==> config.mk <==
export PLATFORM = sky130hd
export DESIGN_NAME = fifo_burst_reader
export DESIGN_NICKNAME = d
export VERILOG_FILES = /design/src/rtl/fifo_burst_reader.sv
export SDC_FILE = /design/constraint.sdc
export NUM_CORES = 1
export LEC_CHECK = 0
export CELL_PAD_IN_SITES_DETAIL_PLACEMENT = 2
export CELL_PAD_IN_SITES_GLOBAL_PLACEMENT = 2
export CORE_MARGIN = 2
export CORE_UTILIZATION = 29
export DETAILED_ROUTE_END_ITERATION = 8
export PLACE_DENSITY = 0.72
export SYNTH_ARGS = -nofsm -noshare
export SYNTH_HDL_FRONTEND = slang
export SYNTH_SLANG_ARGS = --single-unit
==> constraint.sdc <==
create_clock -name r_clk -period 2 [get_ports r_clk]
set_input_delay 0.5 -clock r_clk [delete_from_list [all_inputs] [get_ports r_clk]]
set_output_delay 0.5 -clock r_clk [all_outputs]
set_load 0.01 [all_outputs]
==> src/rtl/fifo_burst_reader.sv <==
// fifo_burst_reader: pulls words from a FIFO read port in bursts of BURST_LEN
// and presents them on a valid/ready stream with a last-beat marker.
// A small 4-entry skid buffer decouples FIFO read latency from stream
// back-pressure.
module fifo_burst_reader #(
  parameter int DATA_W    = 32,
  parameter int BURST_LEN = 16,
  parameter int CNT_W     = 16
) (
  input  logic              r_clk,
  input  logic              rrst,
  input  logic              enable,
  input  logic              fifo_empty,
  output logic              rd_req,
  input  logic [DATA_W-1:0] data_out,
  output logic [DATA_W-1:0] m_data,
  output logic              m_valid,
  input  logic              m_ready,
  output logic              m_last,
  output logic              busy,
  output logic [CNT_W-1:0]  words_rd
);

  localparam int BCW = $clog2(BURST_LEN);
  localparam logic [BCW-1:0] LAST_IDX = BCW'(BURST_LEN - 1);

  typedef enum logic [1:0] {
    IDLE  = 2'd0,
    RUN   = 2'd1,
    DRAIN = 2'd2
  } state_t;

  logic [1:0]        r_rst_sync;
  logic              w_rst_n;

  state_t            r_state;
  state_t            w_next_state;

  logic [BCW-1:0]    r_rd_cnt;
  logic [BCW-1:0]    r_out_cnt;
  logic              r_inflight;
  logic [2:0]        r_buf_cnt;
  logic [1:0]        r_wr_ptr;
  logic [1:0]        r_rd_ptr;
  logic [DATA_W-1:0] r_buf [4];
  logic [CNT_W-1:0]  r_words_rd;

  logic              w_push;
  logic              w_pop;
  logic              w_room;
  logic              w_burst_end;

  // Reset asserts immediately but is released only after two r_clk edges,
  // so every flop below leaves reset on the same clean edge.
  always_ff @(posedge r_clk or negedge rrst) begin
    if (!rrst) begin
      r_rst_sync <= 2'b00;
    end else begin
      r_rst_sync <= {r_rst_sync[0], 1'b1};
    end
  end

  assign w_rst_n = r_rst_sync[1];

  // Buffer bookkeeping: a word lands one cycle after its read request, and
  // a word leaves on a stream handshake; both may happen together.
  assign w_push = r_inflight;
  assign w_pop  = m_valid & m_ready;

  // Issuing only while buffered plus in-flight words are at most two keeps
  // the buffer at three entries or fewer, yet still allows one read per
  // cycle when the consumer drains one beat per cycle.
  assign w_room = ((r_buf_cnt + {2'b00, r_inflight}) <= 3'd2);

  // A burst boundary is either an idle boundary (no read pending in the
  // current burst) or the read that completes the current burst.
  assign w_burst_end = (!rd_req && (r_rd_cnt == '0)) ||
                       (rd_req && (r_rd_cnt == LAST_IDX));

  // FSM state register.
  always_ff @(posedge r_clk or negedge w_rst_n) begin
    if (!w_rst_n) begin
      r_state <= IDLE;
    end else begin
      r_state <= w_next_state;
    end
  end

  // FSM next-state: enable is only honoured at burst boundaries, so a burst
  // that has started always completes.
  always_comb begin
    w_next_state = r_state;
    case (r_state)
      IDLE: begin
        if (enable) begin
          w_next_state = RUN;
        end
      end
      RUN: begin
        if (!enable && w_burst_end) begin
          w_next_state = DRAIN;
        end
      end
      DRAIN: begin
        if ((r_buf_cnt == 3'd0) && !r_inflight) begin
          w_next_state = IDLE;
        end
      end
      default: begin
        w_next_state = IDLE;
      end
    endcase
  end

  // FSM outputs: read requests only in RUN with data available and room.
  always_comb begin
    rd_req = 1'b0;
    busy   = 1'b0;
    if (r_state == RUN) begin
      rd_req = !fifo_empty && w_room;
    end
    if (r_state != IDLE) begin
      busy = 1'b1;
    end
  end

  // Remember that a read was issued so its data is captured next cycle.
  always_ff @(posedge r_clk or negedge w_rst_n) begin
    if (!w_rst_n) begin
      r_inflight <= 1'b0;
    end else begin
      r_inflight <= rd_req;
    end
  end

  // Position within the current burst on the read side.
  always_ff @(posedge r_clk or negedge w_rst_n) begin
    if (!w_rst_n) begin
      r_rd_cnt <= '0;
    end else if (rd_req) begin
      if (r_rd_cnt == LAST_IDX) begin
        r_rd_cnt <= '0;
      end else begin
        r_rd_cnt <= r_rd_cnt + BCW'(1);
      end
    end
  end

  // Buffer storage; contents are meaningless while the entry is not counted.
  always_ff @(posedge r_clk) begin
    if (w_push) begin
      r_buf[r_wr_ptr] <= data_out;
    end
  end

  // Buffer pointers and occupancy; reset discards anything held or in flight.
  always_ff @(posedge r_clk or negedge w_rst_n) begin
    if (!w_rst_n) begin
      r_wr_ptr  <= 2'd0;
      r_rd_ptr  <= 2'd0;
      r_buf_cnt <= 3'd0;
    end else begin
      if (w_push) begin
        r_wr_ptr <= r_wr_ptr + 2'd1;
      end
      if (w_pop) begin
        r_rd_ptr <= r_rd_ptr + 2'd1;
      end
      case ({w_push, w_pop})
        2'b10:   r_buf_cnt <= r_buf_cnt + 3'd1;
        2'b01:   r_buf_cnt <= r_buf_cnt - 3'd1;
        default: r_buf_cnt <= r_buf_cnt;
      endcase
    end
  end

  // Position within the current burst on the stream side, for m_last.
  always_ff @(posedge r_clk or negedge w_rst_n) begin
    if (!w_rst_n) begin
      r_out_cnt <= '0;
    end else if (w_pop) begin
      if (r_out_cnt == LAST_IDX) begin
        r_out_cnt <= '0;
      end else begin
        r_out_cnt <= r_out_cnt + BCW'(1);
      end
    end
  end

  // Running count of delivered beats, held at all-ones once it saturates.
  always_ff @(posedge r_clk or negedge w_rst_n) begin
    if (!w_rst_n) begin
      r_words_rd <= '0;
    end else if (w_pop && (r_words_rd != {CNT_W{1'b1}})) begin
      r_words_rd <= r_words_rd + CNT_W'(1);
    end
  end

  assign m_valid  = (r_buf_cnt != 3'd0);
  assign m_data   = r_buf[r_rd_ptr];
  assign m_last   = m_valid && (r_out_cnt == LAST_IDX);
  assign words_rd = r_words_rd;

endmodule

==> reports/metrics.csv <==
stage,metric,value,unit
clock_tree,H-tree Lvls,4,
status,status,"complete, but fails checks",
run,max cap viols,0,
critical_path,Most common cell on crit path,buf_12,
timing,Layout Skew,7.935,ps
clock_tree,clock root buffer master,clkbuf_16,
final_layout,fin util,40.14,%
synthesis,synthesized area,6470,sq um
synthesis,Yosys warnings,0,
timing,fin. max-slew vios,0,
synthesis,Post-synth EDFFs,128,
clock_tree,CTS buffer count,17,
detailed_routing,drt pass-1 iters,4,
placement,HPWL Detailed,10.17,mm
grt,vias in the first global route,4211,
grt,initial antenna violation count,0,
final_layout,non-filler instance count after layout,771,
detailed_routing,antenna-violating nets left,0,
detailed_routing,wire per inst,20.72,um
clock_tree,Max clock buf depth,2,
timing,final cycle utilization of the critical path,113.8,%
synthesis,asr flop ratio synth,21.95,%
detailed_routing,Residual DRC,0,
die,io pins,89,
die,Initial Utilization,29.56,%
grt,GR Overflow Total,0,
synthesis,Syn Nets,394,
synthesis,post-synthesis sequential area ratio,73.33,%
timing,Final min period,2276,ps
pwr,Peak VDD IR,0.6571,mV
synthesis,#FFs+latches synth,164,
die,DIE WIDTH,153.4,um
timing,endpoints failing setup,35,
clock_tree,clock-pin slew on the worst setup and hold paths,60,ps
critical_path,CP max stage delay,540,ps
critical_path,R2R cell count,10,
detailed_routing,initial DRC count,171,
critical_path,"Arr. time, crit path",1780,ps
die,Die Area,23520,sq um
synthesis,Synth cell types,42,
clock_tree,Post-CTS Hold Buffers,0,
final_layout,fillers,2126,
final_layout,share of cells above drive strength 1,35.03,%
detailed_routing,via/cell ratio,4.717,
synthesis,Most used DFF post-synth,edfxtp_1,
critical_path,reg2reg start,r_buf_cnt[0],
die,site row count,54,
final_layout,"Area growth, synth to finish",35.82,%
grt,largest net degree at the start of global routing,35,
timing,Setup TNS,-7970,ps
min_path,Hold WC Path Type,in2async,
critical_path,CP Launch Type,flip-flop,
critical_path,worst reg2reg setup slack,80,ps
critical_path,reg2reg end,r_buf_cnt[2],
synthesis,synthesized instance count,345,
die,Die Span Y,153.4,um
critical_path,Setup Crit Path Kind,reg2out,
pwr,Leak,3.165,nW
die,area of the core,21890,sq um
clock_tree,CTS sink cnt,164,
timing,unrepaired setup endpoints after global routing,yes,
clock_tree,Clock Latency Late Sink,420,ps
critical_path,crit path cell chain,buf_12 > buf_12 > mux4_2 > buf_6,
detailed_routing,Via Count,3637,
pwr,PnR Total Power,12.22,mW
placement,# port buffers,88,
clock_tree,CTS tree,built,
critical_path,Critical Path Source,r_rd_ptr[0],
synthesis,Syn Area/Cell,18.75,sq um
critical_path,"Req. time, crit path",1500,ps
timing,final hold slack,244.1,ps
detailed_routing,Routed WL,15.97,mm
grt,GRT Total Usage,14.29,%
final_layout,Nets,528,
critical_path,CP max FO,7,
final_layout,antenna diode count,0,
grt,first-pass GRT wire length,25.14,mm
timing,fmax,439.3,MHz
pwr,Pwr Density,1390,nW/um^2
critical_path,CP endpoint kind,primary output,
timing,Hold Fails Final Rpt,0,
timing,Setup WS post-layout,-276.4,ps
placement,cell count after placement,727,
critical_path,Worst path slowest cell,mux4_2,
status,failing checks,setup timing,
placement,Routability Congestion,0.6911,
[registers in the layout, summed over array words and instances, names as in the netlist]
signal and flops:
r_buf 128, r_buf_cnt 3, r_inflight 1, r_out_cnt 4, r_rd_cnt 4, r_rd_ptr 2, r_rst_sync 2, r_state 2
r_wr_ptr 2, words_rd 16
[cells in the final DEF (no fill, tap or decap), types with 6 or more instances in the layout]
| cell | synthesis | layout |
|---|---|---|
| clkbuf_16 | 0 | 17 |
| mux4_2 | 32 | 32 |
| edfxtp_1 | 128 | 128 |
| buf_6 | 0 | 36 |
| dfrtp_1 | 36 | 25 |
| dfrtp_2 | 0 | 11 |
| nor2_1 | 8 | 8 |
| clkdlybuf4s50_1 | 0 | 50 |
| nand4_1 | 6 | 6 |
| ha_1 | 11 | 8 |
| inv_1 | 12 | 10 |
| nor3_1 | 6 | 6 |
| xor2_1 | 10 | 10 |
| xnor2_1 | 8 | 7 |
| buf_12 | 0 | 8 |
| nand2_1 | 20 | 20 |
| o21ai_0 | 8 | 8 |
| buf_4 | 0 | 25 |
[how the worst max path moves through the flow]
stage / end
after floorplan: r_buf_cnt[2]
after global placement: rd_req
after detailed placement: rd_req
after CTS: m_data[30]
after global routing: m_data[24]
final: m_data[24]
[critical path: cells and delay by family, from the launching register on]
| family | cells | cell delay [ps] |
|---|---|---|
| DFF | 1 | 390 |
| muxes | 1 | 540 |
| buffers and inverters | 3 | 420 |
[cell usage after synthesis (all sizes together), types with 2 or more instances]
cell,count,area (sq um)
nor3,7,40.04
or3,2,12.51
and2,4,25.02
and3,5,31.28
nand4,7,58.81
inv,12,45.04
edfxtp,128,3844
clkbuf,6,22.52
o21ai,8,40.04
nor4,3,37.54
nand3,4,20.02
or2,2,12.52
mux2,6,71.31
a31oi,2,12.51
a21oi,3,15.01
and4,2,17.52
ha,11,137.6
mux4,32,720.7
xnor2,8,70.07
xor2,10,87.58
dfrtp,36,900.9
buf,6,30.03
nor2,8,30.03
nand2,20,75.07
[routing by layer]
metal	wire (um)	share of wire (%)	global-route usage, %	vias to the layer above
met4	243	1.5	4.806	0
met1	6792	43	17.53	1926
li1	-	-	-	1614
met5	0	0	0	-
met3	568	3.6	3.572	17
met2	8370	52	24.68	80
[kinds of logic after synthesis]
group,after synthesis,synth area share [%]
flip-flops,164,73.33
AND/OR/NAND/NOR,68,6.034
multiplexers,39,12.40
buffers and inverters,24,1.508
AO/OA/AOI/OAI,19,1.799
XOR/XNOR,18,2.437
adder cells (fa/ha/maj),12,2.437
other,1,0.05796
[stage by stage]
stage	area [sq um]	setup slack (ps)
after floorplan	6470	84.06
after global placement	7939	-544.1
after detailed placement	7939	-554.4
after CTS	8678	-306.9
after global routing	8787	-348.4
final	8787	-276.4
[what timing repair did]
item	in CTS	in global routing
resized for setup	192	26
cloned	2	0
setup buffers	6	6
pin swaps	4	4
setup endpoints to repair	44	44
[report_power, final]
| group | internal, mW | switching (mW) | leakage [nW] |
|---|---|---|---|
| clock network | 1.87 | 1.45 | 0.285 |
| logic | 2.48 | 1.87 | 1.29 |
| registers | 4.17 | 0.368 | 1.59 |
| total | 8.53 | 3.69 | 3.17 |
[final cells by class]
cell class / instances / area (sq um) / area share, %
inverters: 12 / 45.04 / 0.5126
multi-input cells: 157 / 1684 / 19.17
flip-flops and latches: 164 / 4758 / 54.15
clock buffers: 17 / 425.4 / 4.841
clock inverters: 14 / 167.7 / 1.908
repair buffers: 127 / 1356 / 15.43
well taps: 280 / 350.3 / 3.987
Note: power is estimated with default switching activity, not from simulation.
